===== config.mk =====
export PLATFORM = sky130hd
export DESIGN_NAME = rom_template_sad_reader_flat
export DESIGN_NICKNAME = d
export VERILOG_FILES = /design/src/rtl/rom_template_sad_reader_if.sv /design/src/rtl/rom_template_sad_reader.sv /design/src/flat_wrapper.sv
export SDC_FILE = /design/constraint.sdc
export NUM_CORES = 1
export LEC_CHECK = 0
export ABC_CLOCK_PERIOD_IN_PS = 3900
export BUFFER_PORTS_ARGS = -buffer_cell sky130_fd_sc_hd__buf_2
export CELL_PAD_IN_SITES_DETAIL_PLACEMENT = 1
export CELL_PAD_IN_SITES_GLOBAL_PLACEMENT = 2
export CORE_MARGIN = 3
export CORE_UTILIZATION = 30
export CTS_CLUSTER_SIZE = 28
export DETAILED_ROUTE_END_ITERATION = 16
export GPL_TIMING_DRIVEN = 1
export PLACE_DENSITY = 0.7
export RECOVER_POWER = 25
export SLEW_MARGIN = 20
export SYNTH_ARGS = -nofsm -noshare
export SYNTH_HDL_FRONTEND = slang
export SYNTH_SLANG_ARGS = --single-unit

===== constraint.sdc =====
create_clock -name clk -period 3.9 [get_ports clk]
set_clock_uncertainty 0.2 [all_clocks]
set_input_delay 0.39 -clock clk [delete_from_list [all_inputs] [get_ports clk]]
set_output_delay 0.39 -clock clk [all_outputs]
set_load 0.02 [all_outputs]

===== src/rtl/rom_template_sad_reader_if.sv =====
// Feature-stream handshake and template-ROM read port seen by the SAD reader.
// master = reader side, slave = feature source plus ROM.
interface rom_template_sad_reader_if #(
  parameter int unsigned ADDR_WIDTH = 11,
  parameter int unsigned DATA_WIDTH = 8
);
  logic                  feat_valid;
  logic [DATA_WIDTH-1:0] feat_data;
  logic                  feat_ready;
  logic [ADDR_WIDTH-1:0] rom_addr;
  logic [DATA_WIDTH-1:0] rom_rd_data;

  modport master (
    input  feat_valid, feat_data, rom_rd_data,
    output feat_ready, rom_addr
  );

  modport slave (
    output feat_valid, feat_data, rom_rd_data,
    input  feat_ready, rom_addr
  );
endinterface


===== src/rtl/rom_template_sad_reader.sv =====
// Streams feature bytes against a template ROM (1-cycle registered read),
// accumulates the sum of absolute differences and flags a threshold match.
module rom_template_sad_reader #(
  parameter int unsigned ADDR_WIDTH = 11,
  parameter int unsigned DATA_WIDTH = 8,
  parameter int unsigned LENGTH     = 2048,
  parameter int unsigned SAD_WIDTH  = 19,
  parameter int unsigned THRESHOLD  = 65536
) (
  input  logic                   clk,
  input  logic                   rst_n,
  input  logic                   start,
  input  logic                   abort,
  rom_template_sad_reader_if.master bus,
  output logic                   busy,
  output logic                   done,
  output logic [SAD_WIDTH-1:0]   sad,
  output logic                   match
);

  localparam int unsigned         DIFF_WIDTH = DATA_WIDTH + 1;
  localparam logic [ADDR_WIDTH-1:0] LAST_IDX = ADDR_WIDTH'(LENGTH - 1);
  localparam logic [SAD_WIDTH:0]  THRESH     = (SAD_WIDTH + 1)'(THRESHOLD);

  typedef enum logic [1:0] {IDLE, PRIME, RUN, FINISH} state_t;

  state_t                  state;
  state_t                  state_nxt;
  logic [ADDR_WIDTH-1:0]   idx;
  logic [SAD_WIDTH-1:0]    acc;
  logic                    feat_ready_q;
  logic                    fire;
  logic [DIFF_WIDTH-1:0]   diff_raw;
  logic [DIFF_WIDTH-1:0]   diff_abs;

  assign bus.feat_ready = feat_ready_q;

  // State register
  always_ff @(posedge clk or negedge rst_n) begin
    if (!rst_n) state <= IDLE;
    else        state <= state_nxt;
  end

  // Next-state logic; abort wins over fire and FINISH
  always_comb begin
    state_nxt = state;
    case (state)
      IDLE:    if (start) state_nxt = PRIME;
      PRIME:   state_nxt = abort ? IDLE : RUN;
      RUN: begin
        if (abort)                         state_nxt = IDLE;
        else if (fire && idx == LAST_IDX)  state_nxt = FINISH;
      end
      FINISH:  state_nxt = IDLE;
      default: state_nxt = IDLE;
    endcase
  end

  // Outputs: look-ahead ROM address keeps one byte per cycle throughput
  always_comb begin
    fire         = (state == RUN) && bus.feat_valid && feat_ready_q && !abort;
    done         = (state == FINISH) && !abort;
    bus.rom_addr = idx;
    if (fire && idx != LAST_IDX) bus.rom_addr = idx + ADDR_WIDTH'(1);
    diff_raw     = {1'b0, bus.rom_rd_data} - {1'b0, bus.feat_data};
    diff_abs     = diff_raw[DIFF_WIDTH-1] ? -diff_raw : diff_raw;
  end

  // Datapath: index, accumulator, result and handshake registers
  always_ff @(posedge clk or negedge rst_n) begin
    if (!rst_n) begin
      idx          <= '0;
      acc          <= '0;
      feat_ready_q <= 1'b0;
      busy         <= 1'b0;
      sad          <= '0;
      match        <= 1'b0;
    end else begin
      feat_ready_q <= (state_nxt == RUN);
      busy         <= (state_nxt != IDLE);
      if (state == IDLE && start) begin
        idx <= '0;
        acc <= '0;
      end
      if (fire) begin
        acc <= acc + SAD_WIDTH'(diff_abs);
        if (idx != LAST_IDX) idx <= idx + ADDR_WIDTH'(1);
      end
      if (done) begin
        sad   <= acc;
        match <= ({1'b0, acc} < THRESH);
      end
    end
  end

endmodule


===== src/flat_wrapper.sv =====
// flat-port wrapper written by rule: the top's interface ports become plain ports
module rom_template_sad_reader_flat 
#(
  parameter int unsigned ADDR_WIDTH = 11,
  parameter int unsigned DATA_WIDTH = 8,
  parameter int unsigned LENGTH     = 2048,
  parameter int unsigned SAD_WIDTH  = 19,
  parameter int unsigned THRESHOLD  = 65536
)
  (clk, rst_n, start, abort, busy, done, sad, match, bus_feat_valid, bus_feat_data, bus_rom_rd_data, bus_feat_ready, bus_rom_addr);
  rom_template_sad_reader_if #(.ADDR_WIDTH(ADDR_WIDTH), .DATA_WIDTH(DATA_WIDTH)) bus_i ();
  input  logic clk;
  input  logic rst_n;
  input  logic start;
  input  logic abort;
  output logic busy;
  output logic done;
  output logic [SAD_WIDTH-1:0] sad;
  output logic match;
  input wire logic [$bits(bus_i.feat_valid)-1:0] bus_feat_valid;
  input wire logic [$bits(bus_i.feat_data)-1:0] bus_feat_data;
  input wire logic [$bits(bus_i.rom_rd_data)-1:0] bus_rom_rd_data;
  output wire logic [$bits(bus_i.feat_ready)-1:0] bus_feat_ready;
  output wire logic [$bits(bus_i.rom_addr)-1:0] bus_rom_addr;
  assign bus_i.feat_valid = bus_feat_valid;
  assign bus_i.feat_data = bus_feat_data;
  assign bus_i.rom_rd_data = bus_rom_rd_data;
  assign bus_feat_ready = bus_i.feat_ready;
  assign bus_rom_addr = bus_i.rom_addr;
  rom_template_sad_reader #(.ADDR_WIDTH(ADDR_WIDTH), .DATA_WIDTH(DATA_WIDTH), .LENGTH(LENGTH), .SAD_WIDTH(SAD_WIDTH), .THRESHOLD(THRESHOLD)) u_core (.clk(clk), .rst_n(rst_n), .start(start), .abort(abort), .bus(bus_i), .busy(busy), .done(done), .sad(sad), .match(match));
endmodule

Word level (Yosys, flattened, before mapping)
Cells that the tools add are included.

operators by class
  add/sub/neg operators = 4
  $lt $le $gt $ge = 1
  eq/ne operators = 6
  muxes and demuxes = 12
  reductions and logical operators = 11

operators by type and width
  operator                                                       number
  2-to-1 mux 11 bit                                              4
  2-to-1 mux 19 bit                                              2
  adder 19 x 9 -> 19 bit                                         1
  less-than comparator 19 x 17 -> 1 bit (second input constant)  1
  adder 11 x 1 -> 11 bit (second input constant)                 1
  == test 11 bit (second input constant)                         1
  != test 11 bit (second input constant)                         1
  2-to-1 mux 9 bit                                               1
  negator 9 bit                                                  1
  subtractor 8 x 8 -> 9 bit                                      1
  2-to-1 mux 2 bit                                               4
  case mux 2 bit (4 select lines)                                1
  logical AND 1 bit                                              7
  == test 2 bit (second input constant)                          3
  nonzero test 2 bit                                             2
  == test 2 x 1 -> 1 bit (second input constant)                 1
  logical NOT 2 bit                                              1
  logical NOT 1 bit                                              1

word-level totals
  register bits after elaboration = 54
  input port bits = 21
  word-level logic and storage cells = 41

Longest topological paths before layout
Gate-level depths: netlist (run 1).

  word-level depth = 9
  depth in mapped cells = 19
  depth with buffers taken out = 19

Worst setup path after synthesis (run 1)
No wires, ideal clock.

  path kind = input-to-reg
  from = input bus_rom_rd_data[0]
  to = register u_core.acc[18]
  arrival = 3.628 ns
  setup slack = -0.008 ns
  stages = 19
  buffers on the path = 0
  cell sequence = inv_1 ha_1 inv_1 fa_1 a211oi_2 o21bai_1 a21oi_2 o21bai_1 a21o_1 mux2_4 inv_1 fa_1 nor2b_1 o21a_1 o21ai_1 a21oi_2 o21ai_2 a2111oi_2 mux2i_1

between the ends
  longest elaborated chain between the ends = 5

ends and longest elaborated chain
  what                         RTL line                       RTL
  start, declared              flat_wrapper.sv:22             input wire logic [$bits(bus_i.rom_rd_data)-1:0] bus_rom_rd_data;
  subtractor 8 x 8 -> 9 bit *  rom_template_sad_reader.sv:65  diff_raw = {1'b0, bus.rom_rd_data} - {1'b0, bus.feat_data};
  negator 9 bit                rom_template_sad_reader.sv:66  diff_abs = diff_raw[DIFF_WIDTH-1] ? -diff_raw : diff_raw;
  2-to-1 mux 9 bit *           rom_template_sad_reader.sv:66
  adder 19 x 9 -> 19 bit *     rom_template_sad_reader.sv:86  acc <= acc + SAD_WIDTH'(diff_abs);
  2-to-1 mux 19 bit *          rom_template_sad_reader.sv:85  if (fire) begin
  end signal, assigned         rom_template_sad_reader.sv:86
  end, declared                rom_template_sad_reader.sv:30  logic [SAD_WIDTH-1:0] acc;

Every way passes the cells marked *; elsewhere a longest branch is shown, timed or not.
A chain may end at the register's enable or synchronous reset.

Worst setup path after layout (run 1)
Ends and elaborated chain as after synthesis.

==> metrics, run 1 <==
synth unique cells 46; Final nets roughly 460; Synth Cell Area roughly 3200 um2; internal reg-to-reg setup slack ~1200 ps; TritonCTS Buffers 5; Clock transition at path regs ~100 ps; most frequent cells after synthesis dfrtp_1 (54), nand2_1 (37), o21ai_0 (25); Post-Syn Instances between 300 and 400; Stages on worst setup path 20; initial antenna violation count 0; Wirelength per Cell 13.7 um; dpl ws -404 ps; Final ANT Viol Nets 0; final setup fails 0; synthesized net count between 300 and 400; Max Used Layer met4; final worst path period share about 97%; share of cells above drive strength 1 between 30% and 40%; max-slew violation count 31; synth top area cells dfrtp_1 (42%), ha_1 (7.8%), mux2_2 (5.9%); Synth-to-Final Area Change 25.1%; CP peak stage delay just under 400 ps; Min Clock Period, post-route about 3800 ps; failing checks capacitance limit, slew limit; path category of the worst min-delay check in2reg; Synth Flop Type dfrtp_1; Max VDD drop around 0.16 mV; # clock sinks 54; Final Hold Fails 0; setup TNS 0 ps; Tot Pwr between 0.001 and 0.0015 W; Worst-Skew Late Latency 310 ps; vias in the first global route between 2,000 and 3,000; Critical Path Fanout Max 6; CP Data Required Time 3940 ps; Max clock buf depth 2; Pleak ~2 nW; synth warn 0; Placer Congestion between 0.8 and 0.9; Seq/Total Area, Yosys between 40% and 50%; initial core utilization a little under a third; top-area cell type share of the netlist area a little over two fifths; WL met2 roughly 3600 um; antenna diode count 0; Die X-Extent between 100 and 150 um; IO Count 55; CP cell instances buf_6 > inv_4 > ha_4 > inv_2 > fa_2 > a211oi_2 > o21bai_1 > a21oi_2 > o21bai_1 > a21o_1 > mux2_4 > inv_2 > fa_2 > nor2b_4 > o21a_1 > o21ai_2 > a21oi_2 > o21ai_4 > a2111oi_4 > mux2i_1; Reg-to-Reg End u_core.acc[18]; worst setup path endpoint u_core.acc[18]; status finished with violations; Post-DP Area 3790 um2; Root Driver clkbuf_8; GRT Util Overall 13.4%; Worst Tran Pin Value 1600 ps; Avg Cell Area, Syn 9.68 um2; most frequent cell after synthesis dfrtp_1; pwr dens 326 nW/um2; cell area after layout just over 4000 um2; largest net degree at the start of global routing 31; GRT overflow 0; RSZ-0062 raised after global routing true; CP startpoint bus_rom_rd_data[0]; vias per cell roughly 4.8; worst rel slew slack -6.82%; crit path DAT approximately 3800 ps; Reg2Reg Depth 10; EDFF count, synth 0; DRC Markers 0; WP buf/inv 4; Crit. End Element flip-flop; area leader, netlist dfrtp_1; M1 WL approximately 3600 um; TritonCTS clock tree yes; hpwl dp 5850 um; DRT Pass-1 Iters 4; via count 2,665; R2R Path Start u_core.acc[0]; WL final roughly 7500 um; slowest CP cell fa_2; crit start category input pin; flops & latches, synth 54; Die Outline Area 12,000 um2; fmax 264 MHz; global-route wire length before repair 12,900 um; port buffer count between 50 and 60; Synth async-reset ratio 100%; htree depth 2; Setup CP Type in2reg; Final WS setup about 110 ps; met3 routed WL around 240 um; DR iter-0 viols 32; Core Footprint 10,400 um2; Die Y about 110 um; delay-heaviest family, CP compound AO/OA/AOI/OAI gates; # Max-Cap Violations 1; Placement Rows 37
==> power by group <==
| group | switching, W | leakage (nW) | total (W) | internal [W] |
|---|---|---|---|---|
| logic | 0.000209 | 1.24 | 0.000391 | 0.000182 |
| registers | 0.0000146 | 0.748 | 0.000596 | 0.000581 |
| clock network | 0.000183 | 0.0482 | 0.000327 | 0.000144 |
==> layout by cell type, fill, tap and decap left out, types with 6 or more instances in the layout <==
master    netlist  final
inv_1          20     17
mux2i_1         9      9
xor2_1          7      7
nand2_1        37     37
nor2_1         24     24
a21oi_1        14     12
buf_4           0     28
dfrtp_1        54     54
buf_2           1     48
o21ai_0        25     22
nand3_1        20     20
mux2_2         17     17
clkbuf_1        5      6
xnor2_1        15     14
and2_1          6      6
clkbuf_8        0      6
ha_1           20     19
==> layout make-up <==
cell class / instances / area (um2)
Tap cell: 136 / 170
Sequential cell: 54 / 1350
Inverter: 20 / 77.6
Multi-Input combinational cell: 252 / 1850
Fill cell: 1240 / 6340
Clock inverter: 1 / 5.00
Timing Repair Buffer: 83 / 490
Clock buffer: 7 / 86.3
==> flip-flops by register name, indices dropped and copies added, names as in the netlist <==
name and count:
u_core.acc 19, u_core.sad 19, u_core.idx 11, u_core.state 2, u_core.bus.feat_ready 1, u_core.busy 1, u_core.match 1
==> worst register-to-register path, cell delays in order (launching register included) <==
cell and delay [ps]:
dfrtp_1 380, ha_1 230, inv_1 90, fa_2 390, nor2b_4 110, o21a_1 170, o21ai_2 100, a21oi_2 220
o21ai_4 130, a2111oi_4 380, mux2i_1 220
==> routing by layer <==
layer / vias to the layer above / GRT usage, %
met5: - / 0
met4: 0 / 4.54
met3: 6 / 1.82
met2: 40 / 22.4
met1: 1297 / 17.7
li1: 1322 / -
==> logic make-up (layout without fill, tap and decap cells) <==
logic type	after synthesis	after routing	synth area share, %
AOI/OAI and AO/OA	67	67	13.1
muxes	27	27	9.20
and+or+nand+nor	113	113	16.9
buffers and inverters	27	111	3.42
xor gates and xnor gates	23	23	6.48
DFF	54	54	41.9
adders and majority gates	22	22	9.01
==> how the worst min path moves through the flow <==
stage / end / from / cells after the start / slack, ps
finish: u_core.state[1] / abort / 2 / 50
global route: u_core.state[1] / abort / 2 / 70
CTS: u_core.state[1] / abort / 2 / 50
detailed placement: u_core.match / u_core.match / 2 / 270
global placement: u_core.sad[11] / u_core.sad[11] / 2 / 260
floorplan: u_core.acc[0] / rst_n / 0 / -110
==> what timing repair did <==
item,CTS,global route
hold buffers,1,0
buffers inserted,1,6
endpoints found under the setup margin,3,12
resized for setup,1,24
pin swaps,0,23
hold endpoints to repair,29,0
gates cloned,0,0
==> metrics by stage <==
stage	hold WS, ps	util [%]	instances
3_3_place_gp	257	36.5	537
6_report	53.0	38.9	553
5_1_grt	65.9	38.9	553
3_5_place_dp	267	36.5	537
2_1_floorplan	-106	-	333
4_1_cts	46.4	37.6	547
Power figures use the tool's default switching activity.
==> inputs of run 2 (changes only) <==
- BUFFER_PORTS_ARGS: -buffer_cell sky130_fd_sc_hd__buf_2 -> -buffer_cell sky130_fd_sc_hd__clkbuf_2
==> metrics, run 2 (same netlist as run 1, synthesis figures left out) <==
TritonCTS Buffers 5 (unchanged); Hold Crit Depth 2 (unchanged); crit path DAT 3770 ps (-60 ps); slowest CP cell fa_2; pwr dens 320 nW/um2 (-1.7%); Max VDD drop 0.116 mV (-28%); initial core utilization 31.1% (unchanged); CP cell instances buf_6 > inv_4 > ha_4 > inv_2 > fa_2 > a211oi_4 > o21bai_1 > a21oi_2 > o21bai_1 > a21o_1 > buf_4 > a31oi_4 > xnor2_2 > ha_1 > a21oi_2 > o21ai_0 > a31oi_1 > o21ai_1 > and2b_2 > nand3_1 > mux2i_1; hpwl dp 5750 um (-1.7%); vias per cell 4.86 (+0.78%); utilization after layout 38.7% (-0.14 points); # Max-Cap Violations 0 (-1); Die X-Extent 110 um (unchanged); Largest regs u_core.acc x19, u_core.sad x19, u_core.idx x11; Reg-to-Reg End u_core.acc[18]; Final Hold Fails 0 (unchanged); initial antenna violation count 0 (unchanged); largest net degree at the start of global routing 35 (+13%); internal reg-to-reg setup slack 1310 ps (+90 ps); status finished clean; GRT Util Overall 12.9% (-0.51 points); vias in the first global route 2,634 (-3.2%); share of cells above drive strength 1 29.2% (-2.3 points); Max clock buf depth 2 (unchanged); Placer Congestion 0.791 (-2.2%); final setup fails 0 (unchanged); CP peak stage delay 410 ps (+20 ps); Reg2Reg Depth 10 (unchanged); RSZ-0062 raised after global routing true; antenna diode count 0 (unchanged); Core Footprint 10,400 um2 (unchanged); dpl ws -388 ps (+15.7 ps); Worst Tran Pin Value 1180 ps (-425 ps); fmax 268 MHz (+1.7%); port buffer count 54 (unchanged); global-route wire length before repair 12,500 um (-3.1%); Synth-to-Final Area Change 24.7%; max-slew violation count 0 (-100%); path category of the worst min-delay check in2reg; Crit. End Element flip-flop; final worst path period share 95.6% (-1.6 points); Final ANT Viol Nets 0 (unchanged); Setup CP Type in2reg; Min Clock Period, post-route 3730 ps (-63.6 ps); Die Y 110 um (unchanged); htree depth 2 (unchanged); Final nets 458 (-0.22%); Placement Rows 37 (unchanged); Critical Path Fanout Max 5 (-1); most frequent cells in the layout dfrtp_1 (54), clkbuf_2 (39), nand2_1 (37), buf_4 (27), nor2_1 (24); Pleak 1.97 nW (-3.3%); IO Count 55 (unchanged); CP Data Required Time 3940 ps (about the same); Root Driver clkbuf_8; Wirelength per Cell 13.4 um (-1.7%); via count 2,676 (+0.41%); DRT Pass-1 Iters 4 (unchanged); R2R Path Start u_core.acc[0]; Hold Crit Start abort; WL final 7390 um (-2.1%); GRT overflow 0 (unchanged); Final WS setup 170 ps (+63.6 ps); Clock transition at path regs 100 ps (about the same); DR iter-0 viols 64 (+100%); # clock sinks 54 (unchanged); TritonCTS clock tree yes; worst rel slew slack 21.5% (+28 points); Die Outline Area 12,000 um2 (unchanged); DRC Markers 0 (unchanged); Worst-Skew Late Latency 310 ps (about the same); Endpoint, Worst Hold u_core.state[1]; crit start category input pin; commonest non-fill, non-tap cell in the layout dfrtp_1
==> run 2: changes by cell type in the layout (fill, tap and decap cells not counted), sizes merged <==
cell    change
clkinv      +1
buf        -49
clkbuf     +46
==> run 2: per-stage QoR <==
step / cell area (um2) / hold WS [ps] / TNS [ps] / cells / power [W]
floorplan: 3220 / -106 / 0 / 333 / 0.000834
global placement: 3790 / 214 / -1470 / 538 / 0.000965
detailed placement: 3790 / 210 / -2460 / 538 / 0.000974
CTS: 3890 / 52.6 / 0 / 546 / 0.00128
global route: 4020 / 60.2 / -342 / 551 / 0.00137
finish: 4020 / 66.5 / 0 / 551 / 0.00129
==> run 2: what timing repair did <==
action / CTS / global route
endpoints found under the hold margin: 20 / 0
gates resized for setup: 3 / 22
hold buffers: 1 / 0
endpoints found under the setup margin: 3 / 12
setup buffers: 0 / 5
pin swaps: 2 / 19
==> run 2: final cells by class <==
class / instances / area [um2]
fillers: 1212 / 6350
flip-flops and latches: 54 / 1350
well taps: 136 / 170
inverters: 20 / 77.6
repair buffers: 82 / 472
multi-input cells: 252 / 1870
clock buffers: 5 / 68.8
clock inverters: 2 / 10.0
==> run 2: worst max-delay path: cells and delay by family <==
family	cells	cell delay, ps
AOI/OAI and AO/OA	10	1520
adders and majority gates	3	870
buffers and inverters	4	360
and+or+nand+nor	2	360
muxes	1	180
xor gates and xnor gates	1	90
==> run 2: routing by layer <==
| layer | up-vias | track usage, % | part of all wire, % | wire length [um] |
|---|---|---|---|---|
| met5 | - | 0 | 0 | 0 |
| met4 | 0 | 3.83 | 1.3 | 93 |
| met3 | 5 | 1.76 | 3.5 | 262 |
| met2 | 48 | 21.4 | 47 | 3470 |
| met1 | 1303 | 17.4 | 48 | 3570 |
| li1 | 1320 | - | - | - |
==> run 2: report_power, final <==
| group | internal, W | switching, W |
|---|---|---|
| logic | 0.000178 | 0.000211 |
| clock network | 0.000121 | 0.000180 |
| registers | 0.000581 | 0.0000148 |
==> run 2: how the worst max path moves through the flow <==
stage / from / end / slack [ps] / cells after the start
after floorplan: bus_rom_rd_data[0] / u_core.acc[15] / 30 / 18
after CTS: bus_rom_rd_data[0] / u_core.acc[15] / 7 / 20
after global placement: bus_rom_rd_data[0] / u_core.acc[15] / -240 / 20
after detailed placement: bus_rom_rd_data[0] / u_core.acc[15] / -390 / 20
after global routing: bus_rom_rd_data[0] / u_core.acc[18] / -90 / 20
final: bus_rom_rd_data[0] / u_core.acc[13] / 170 / 21
==> inputs of run 3 (changes only) <==
- RECOVER_POWER: 25 -> default
==> metrics, run 3 (same netlist as run 1, synthesis figures left out) <==
Crit. End Element flip-flop; Clock transition at path regs 100 ps (about the same); R2R Path Start u_core.acc[0]; IO Count 55 (unchanged); Largest regs u_core.acc x19, u_core.sad x19, u_core.idx x11; DRT Pass-1 Iters 4 (unchanged); initial core utilization 31.1% (unchanged); Critical Path Fanout Max 5 (unchanged); final setup fails 0 (unchanged); Max clock buf depth 2 (unchanged); Final nets 458 (unchanged); Hold Crit Start abort; CP startpoint bus_rom_rd_data[0]; Final Hold Fails 0 (unchanged); TritonCTS Buffers 5 (unchanged); htree depth 2 (unchanged); largest net degree at the start of global routing 35 (unchanged); GRT Util Overall 12.9% (unchanged); FF/Latch Area 1350 um2 (unchanged); Worst Tran Pin Value 938 ps (-240 ps); DRC Markers 0 (unchanged); Core Footprint 10,400 um2 (unchanged); commonest non-fill, non-tap cell in the layout dfrtp_1; Setup CP Type in2reg; Placement Rows 37 (unchanged); share of cells above drive strength 1 32.5% (+3.4 points); Max VDD drop 0.116 mV (about the same); crit start category input pin; Die X-Extent 110 um (unchanged); hpwl dp 5750 um (unchanged); Pleak 2.01 nW (+2.4%); port buffer count 54 (unchanged); worst rel slew slack 37.3% (+16 points); most frequent cells in the layout dfrtp_1 (54), clkbuf_2 (53), nand2_1 (37), buf_4 (27), nor2_1 (24); initial antenna violation count 0 (unchanged); Die Outline Area 12,000 um2 (unchanged); Final WS setup 170 ps (-0.00100 ps); minimum hold slack 66.5 ps (-0.00110 ps); vias in the first global route 2,634 (unchanged); Root Driver clkbuf_8; # clock sinks 54 (unchanged); final worst path period share 95.6% (about the same); crit path DAT 3770 ps (about the same); DR iter-0 viols 65 (+1.6%); Worst-Skew Late Latency 310 ps (about the same); fin cells 551 (unchanged); via count 2,677 (+0.037%); pwr dens 319 nW/um2 (-0.30%); WL final 7370 um (-0.31%); Wirelength per Cell 13.4 um (-0.31%); CP Data Required Time 3940 ps (about the same); Die Y 110 um (unchanged); TritonCTS clock tree yes; RSZ-0062 raised after global routing true; cell area after layout 4040 um2 (+0.44%); Synth-to-Final Area Change 25.2%; antenna diode count 0 (unchanged); Min Clock Period, post-route 3730 ps (+0.00100 ps); dpl ws -388 ps (unchanged); GRT overflow 0 (unchanged); Final ANT Viol Nets 0 (unchanged); fmax 268 MHz (unchanged); Placer Congestion 0.791 (unchanged); placed cell count 538 (unchanged); status finished clean; multi-input logic area 1870 um2 (unchanged); max-slew violation count 0 (unchanged); # Max-Cap Violations 0 (unchanged); vias per cell 4.86 (about the same); path category of the worst min-delay check in2reg; Post-DP Area 3790 um2 (unchanged); FILL cells 1,214 (+0.17%); global-route wire length before repair 12,500 um (unchanged); utilization after layout 38.9% (+0.17 points)
==> run 3: changes by cell type in the layout (fill, tap and decap cells not counted) <==
| cell | before | now |
|---|---|---|
| clkbuf_1 | 14 | 0 |
| clkbuf_2 | 39 | 53 |
==> run 3: cell type report <==
| type | count | area share (%) |
|---|---|---|
| Clock inverter | 2 | 0.248 |
| Timing Repair Buffer | 82 | 12.1 |
| Inverter | 20 | 1.92 |
| Sequential cell | 54 | 33.5 |
| Clock buffer | 5 | 1.71 |
| Multi-Input combinational cell | 252 | 46.3 |
| Tap cell | 136 | 4.22 |
==> run 3: final timing paths <==
check                           cells past startpoint  slack, ps         endpoint
worst max-delay path                               21        170   u_core.acc[13]
worst min-delay path                                2         70  u_core.state[1]
worst max register to register                     10       1310   u_core.acc[18]
worst min register to register                      2        290     u_core.match
max in group asynchronous                           3       2280    u_core.acc[7]
min in group asynchronous                           2        390    u_core.idx[7]
==> run 3: repair_timing <==
item | 4_1_cts | 5_1_grt
hold endpoints to repair | 20 | 0
pin swaps | 2 | 19
hold buffers | 1 | 0
setup buffers | 0 | 5
setup endpoints to repair | 3 | 12
resized for setup | 3 | 22
==> run 3: power by group <==
group / total (W) / switching, W / internal (W)
registers: 0.000596 / 0.0000148 / 0.000581
logic: 0.000391 / 0.000211 / 0.000180
clock network: 0.000301 / 0.000180 / 0.000121
==> run 3: per-layer routing <==
layer	up-vias	GRT usage, %	routed length, um
li1	1319	-	-
met1	1305	17.4	3550
met2	48	21.4	3470
met3	5	1.76	254
met4	0	3.83	93
met5	-	0	0
==> run 3: per-stage QoR <==
stage | total power, W | setup TNS, ps
after global routing | 0.00137 | -342
after detailed placement | 0.000974 | -2460
after CTS | 0.00128 | 0
final | 0.00129 | 0
after global placement | 0.000965 | -1470
after floorplan | 0.000834 | 0
==> run 3: worst max-delay path, cell delays in order <==
cell      delay [ps]
buf_6            100
inv_4             50
ha_4             120
inv_2             40
fa_2             410
a211oi_4         230
o21bai_1         100
a21oi_2          140
o21bai_1          90
a21o_1           200
buf_4            170
a31oi_4          150
xnor2_2           90
ha_1             340
a21oi_2          150
o21ai_0          130
a31oi_1          210
o21ai_1          120
and2b_2          260
nand3_1          100
mux2i_1          180
